$ cat src/rtl/cmp_pkg.sv
// Shared constants for the comparison-flag consumer: condition codes, FSM encoding, flag bit positions.
package cmp_pkg;

   localparam int COND_EQ       = 0;
   localparam int COND_NE       = 1;
   localparam int COND_GT       = 2;
   localparam int COND_GE       = 3;
   localparam int COND_LT       = 4;
   localparam int COND_LE       = 5;
   localparam int COND_AL       = 6;
   localparam int COND_NV       = 7;
   localparam int COND_RSVD_MIN = 8;

   localparam int FLAG_GT = 2;
   localparam int FLAG_LT = 1;
   localparam int FLAG_ET = 0;

   typedef enum logic [1:0] {
      ST_EMPTY  = 2'd0,
      ST_LOADED = 2'd1,
      ST_BUSY   = 2'd2
   } st_t;

endpackage

$ cat src/rtl/cmp_cond_decode.sv
// Combinational condition evaluator: (flags, flag_err, cond) -> (taken, err).
// Reserved codes and malformed flags both force taken low; AL/NV never look at the flags.
module cmp_cond_decode
   import cmp_pkg::*;
#(
   parameter int COND_W = 4
) (
   input  logic [2:0]        i_flags,
   input  logic              i_flag_err,
   input  logic [COND_W-1:0] i_cond,
   output logic              o_taken,
   output logic              o_err
);

   logic w_tk;
   logic w_rsvd;
   logic w_uncond;

   always_comb begin
      w_tk     = 1'b0;
      w_rsvd   = 1'b0;
      w_uncond = 1'b0;
      case (i_cond)
         COND_W'(COND_EQ): w_tk = i_flags[FLAG_ET];
         COND_W'(COND_NE): w_tk = ~i_flags[FLAG_ET];
         COND_W'(COND_GT): w_tk = i_flags[FLAG_GT];
         COND_W'(COND_GE): w_tk = i_flags[FLAG_GT] | i_flags[FLAG_ET];
         COND_W'(COND_LT): w_tk = i_flags[FLAG_LT];
         COND_W'(COND_LE): w_tk = i_flags[FLAG_LT] | i_flags[FLAG_ET];
         COND_W'(COND_AL): begin
            w_tk     = 1'b1;
            w_uncond = 1'b1;
         end
         COND_W'(COND_NV): w_uncond = 1'b1;
         default:          w_rsvd = 1'b1;
      endcase
   end

   assign o_err   = w_rsvd | (i_flag_err & ~w_uncond);
   assign o_taken = w_tk & ~o_err;

endmodule

$ cat src/rtl/cmp_cond_eval.sv
// Stores one GT/LT/ET triple per handshake and answers condition requests against it.
// Result registered on the accepting edge and held until res_ready; saturating taken counter.
module cmp_cond_eval
   import cmp_pkg::*;
#(
   parameter int CNT_W  = 16,
   parameter int COND_W = 4
) (
   input  logic              clk,
   input  logic              rst,
   input  logic              flag_valid,
   output logic              flag_ready,
   input  logic              GT,
   input  logic              LT,
   input  logic              ET,
   input  logic              req_valid,
   output logic              req_ready,
   input  logic [COND_W-1:0] req_cond,
   output logic              res_valid,
   input  logic              res_ready,
   output logic              res_taken,
   output logic              res_err,
   input  logic              cnt_clr,
   output logic [CNT_W-1:0]  taken_cnt
);

   st_t              r_state;
   logic [2:0]       r_flags;
   logic             r_flag_err;
   logic             r_taken;
   logic             r_err;
   logic [CNT_W-1:0] r_cnt;

   logic [2:0] w_flags_in;
   logic       w_onehot;
   logic       w_flag_xfer;
   logic       w_req_xfer;
   logic       w_res_xfer;
   logic       w_dec_taken;
   logic       w_dec_err;

   assign w_flags_in[FLAG_GT] = GT;
   assign w_flags_in[FLAG_LT] = LT;
   assign w_flags_in[FLAG_ET] = ET;
   assign w_onehot = (w_flags_in == 3'b100) | (w_flags_in == 3'b010) | (w_flags_in == 3'b001);

   // Handshake outputs decode state only, so no input reaches them combinationally.
   assign flag_ready = (r_state != ST_BUSY);
   assign req_ready  = (r_state == ST_LOADED);
   assign res_valid  = (r_state == ST_BUSY);
   assign res_taken  = r_taken;
   assign res_err    = r_err;
   assign taken_cnt  = r_cnt;

   assign w_flag_xfer = flag_valid & flag_ready;
   assign w_req_xfer  = req_valid & req_ready;
   assign w_res_xfer  = res_valid & res_ready;

   // Evaluated against the stored flags, so a same-cycle flag load affects only later requests.
   cmp_cond_decode #(.COND_W(COND_W)) u_dec (
      .i_flags    (r_flags),
      .i_flag_err (r_flag_err),
      .i_cond     (req_cond),
      .o_taken    (w_dec_taken),
      .o_err      (w_dec_err)
   );

   always_ff @(posedge clk or posedge rst) begin
      if (rst) begin
         r_state    <= ST_EMPTY;
         r_flags    <= 3'b000;
         r_flag_err <= 1'b0;
         r_taken    <= 1'b0;
         r_err      <= 1'b0;
      end else begin
         if (w_flag_xfer) begin
            r_flags    <= w_flags_in;
            r_flag_err <= ~w_onehot;
         end
         if (w_req_xfer) begin
            r_taken <= w_dec_taken;
            r_err   <= w_dec_err;
         end
         case (r_state)
            ST_EMPTY:  if (w_flag_xfer) r_state <= ST_LOADED;
            ST_LOADED: if (w_req_xfer)  r_state <= ST_BUSY;
            ST_BUSY:   if (w_res_xfer)  r_state <= ST_LOADED;
            default:   r_state <= ST_EMPTY;
         endcase
      end
   end

   always_ff @(posedge clk or posedge rst) begin
      if (rst) begin
         r_cnt <= '0;
      end else if (cnt_clr) begin
         r_cnt <= '0;
      end else if (w_res_xfer & r_taken & ~(&r_cnt)) begin
         r_cnt <= r_cnt + CNT_W'(1);
      end
   end

endmodule

$ cat config.mk
export PLATFORM = sky130hd
export DESIGN_NAME = cmp_cond_eval
export DESIGN_NICKNAME = d
export VERILOG_FILES = /design/src/rtl/cmp_pkg.sv /design/src/rtl/cmp_cond_decode.sv /design/src/rtl/cmp_cond_eval.sv
export SDC_FILE = /design/constraint.sdc
export NUM_CORES = 1
export LEC_CHECK = 0
export CAP_MARGIN = 20
export CORE_ASPECT_RATIO = 2
export CORE_MARGIN = 4
export CORE_UTILIZATION = 44
export DETAILED_ROUTE_END_ITERATION = 8
export PLACE_DENSITY = 0.75
export SYNTH_ARGS = -nofsm -noshare
export SYNTH_HDL_FRONTEND = slang
export SYNTH_SLANG_ARGS = --single-unit
$ cat constraint.sdc
create_clock -name clk -period 1.9 [get_ports clk]
set_input_delay 0.57 -clock clk [delete_from_list [all_inputs] [get_ports clk]]
set_output_delay 0.57 -clock clk [all_outputs]
set_load 0.1 [all_outputs]
==> impl_metrics.toml, run 1 <==
[status]
outcome = "completed"

[timing]
clock.fmax_mhz = 536
period_share_pct = 98.2
setup_slack_ns = 0.0346
final_max_slew_viol_count = 0
timing.final.crit_period_ns = 1.87
rsz0062_at_grt = "true"
setup_viol = 0
tightestPinTransition_ns = 0.498
slew_headroom_pct = 66.5
hold_viol = 0
skew_ns = 0.00159

[clock_tree]
cts_root_buf = "clkbuf_8"
clockBufferDepth = 2
htreeDepth = 1
clkSinkCount = 24
clk_latency_ns = 0.27
clkTransAtPathRegs_ns = 0.09
numCtsBuffers = 3
cts_tree = "done"

[placement]
globalplace.congestion = 0.936
dp_slack_ns = -0.561
portBuffers = 33
dpl.hpwl_microns = 2950

[floorplanning]
io_pins = 34
dieArea_sq_um = 4090
die_w_microns = 47.2
start_util_pct = 45.5
row_count = 28
die_h_microns = 86.5
coreArea_sq_um = 2980

[pwr]
pwr_density_cell_nw_per_um2 = 898
power_uw = 1990
irDropWorstVdd_v = 0.00120
p_leak_uw = 0.000888

[flow_run]
cap_violations = 0

[detailed_routing]
ant_nets = 0
avgRoutedWirePerCell_microns = 18.4
vias = 1371
vias_per_cell = 6.35
routed_wl_microns = 3980
drtIter0Drc = 52
drc = 0
dr.pass1.iters = 4

[worst_hold_path]
hold_depth = 1
min_path_type = "flip-flop to flip-flop"

[critical_path]
endpoint_kind = "output port"
crit_chain = "or2b_4, clkinvlp_4, buf_12"
cp_max_fo = 5
cp_data_arrival_time_ns = 1.30
critPathMaxStageDelay_ns = 0.43
start_kind = "flip-flop"
r2r.worst_path.cells = 5
crit_required_ns = 1.33
crit_type = "flip-flop to output port"
cpMaxStageDelayCell = "dfrtp_2"

[yosys]
netlist_area_sq_um = 1360
synth_ff_type = "dfrtp_1"
synth_top_area_share_pct = 44.3
ys_ff_latch = 24
yosysSeqAreaShare_pct = 44.3
synth_commonest_cells = "24 x dfrtp_1, 17 x nand2_1, 9 x a21oi_1, 8 x nor2_1, 8 x o21ai_0"
synth-edff-count = 0
synth_area_leader_cell = "dfrtp_1"
syn_nets = 151
synth_area_leaders = "dfrtp_1 44%, mux2_2 5.0%, nand2_1 4.7%"
syn_avg_cell_area_sq_um = 9.89
syn_inst = 137
yosysMostFrequentCell = "dfrtp_1"
synthArstFlopShare_pct = 100
yosysUniqueCellTypes = 46
yosys_warnings = 0

[global_routing]
grtUsageTotal_pct = 21.1
grt_overflow = 0
use_met3_pct = 3.53
grt_pass1_vias = 1400
grt_pass1_wl_microns = 6340
use_met2_pct = 38.1
busiest_layer = "met2"
antenna_found_initial = 0
met1_usage_pct = 22.3
grt_max_degree = 25

[final_layout]
drive_gt1_share_pct = 43.0
n_antenna_cell = 0
areaGrowthSynthToFinish_pct = 63.7
finalNetCount = 201
final cells by class:
class	count	area [sq um]
fill	193	759
inverter	3	15.0
clock buffer	3	41.3
tap	30	37.5
sequential	24	659
multi-input combinational	108	795
clock inverter	1	30.0
timing repair buffer	47	641
worst max-delay path, delay by kind of cell (launching register included):
family,cells,cell delay [ns]
flip-flops,1,0.43
buffers and inverters,2,0.27
AND/OR/NAND/NOR,1,0.32
per-stage QoR:
stage,instances,hold slack (ns),instance area [sq um],utilization (%),setup TNS (ns)
finish,216,0.520,2220,74.5,0
global route,216,0.552,2220,74.5,-0.00347
CTS,213,0.523,2180,73.1,0
detailed placement,209,0.486,2100,70.5,-5.00
global placement,209,0.480,2100,70.5,-4.35
floorplan,137,0.451,1460,-,-0.133
flip-flops by register name (all words and copies together), names as in the netlist:
name        count
r_flags         3
r_state         2
taken_cnt      16
res_taken       1
res_err         1
r_flag_err      1
cells by family (layout without fill, tap and decap cells):
kind of cell / Yosys count / after routing / synth area share, %
AND/OR/NAND/NOR: 63 / 63 / 29.3
AO/OA/AOI/OAI: 36 / 36 / 17.7
flip-flops: 24 / 24 / 44.3
multiplexers: 7 / 7 / 5.72
buffers and inverters: 5 / 54 / 1.39
adder cells (fa/ha/maj): 1 / 1 / 0.923
XOR/XNOR: 1 / 1 / 0.646
power by group:
part           leakage, uW  switching (uW)  total (uW)  internal [uW]
sequential        0.000284            89.0         678            589
combinational     0.000568             518         854            335
clock            0.0000357             178         460            282
total             0.000888             786        1990           1210
layer usage:
layer  routed length (microns)  vias to the layer above
met2                      2260                       64
li1                          -                      622
met5                         0                        -
met4                       109                        0
met3                       253                       12
met1                      1370                      673
layout by cell type, fill, tap and decap left out, types with 3 or more instances in the layout:
cell type / netlist / routed
o21ai_0: 8 / 8
nand2_1: 17 / 16
dfrtp_1: 24 / 5
nor2_1: 8 / 8
buf_12: 0 / 21
nand3_1: 6 / 5
dfrtp_2: 0 / 5
buf_4: 0 / 14
dfrtp_4: 0 / 14
clkdlybuf4s50_1: 0 / 11
a21oi_1: 9 / 9
clkbuf_8: 0 / 3
or3_1: 3 / 3
nor2b_1: 4 / 3
mux2_2: 6 / 6
nand4_1: 3 / 3
what timing repair did:
action / CTS / global route
resized for setup: 2 / 6
buffers inserted: 0 / 3
hold buffers: 0 / 0
setup endpoints to repair: 9 / 6
pin swaps: 0 / 2
cloned: 0 / 0
final timing paths:
kind                                     startpoint                   endpoint  slack (ns)
setup / recovery             r_state[1]$_DFFE_PP0P_                  res_valid        0.03
max in group asynchronous                       rst      res_taken$_DFFE_PP0P_        0.99
hold / removal               r_flags[2]$_DFFE_PP0P_     r_flags[2]$_DFFE_PP0P_        0.52
hold reg to reg              r_flags[2]$_DFFE_PP0P_     r_flags[2]$_DFFE_PP0P_        0.52
setup reg to reg           taken_cnt[0]$_DFFE_PP0P_  taken_cnt[10]$_DFFE_PP0P_        0.09
min in group asynchronous                       rst        res_err$_DFFE_PP0P_        0.63
Note: power is estimated with default switching activity, not from simulation.
==> run 2: changes to the inputs <==
--- a/config.mk
+++ b/config.mk
@@ -11,6 +11,7 @@
 export CORE_UTILIZATION = 44
 export DETAILED_ROUTE_END_ITERATION = 8
 export PLACE_DENSITY = 0.75
+export SLEW_MARGIN = 20
 export SYNTH_ARGS = -nofsm -noshare
 export SYNTH_HDL_FRONTEND = slang
 export SYNTH_SLANG_ARGS = --single-unit
==> results of run 2 <==
The final DEF is identical to that of run 1; final timing and power are the same.
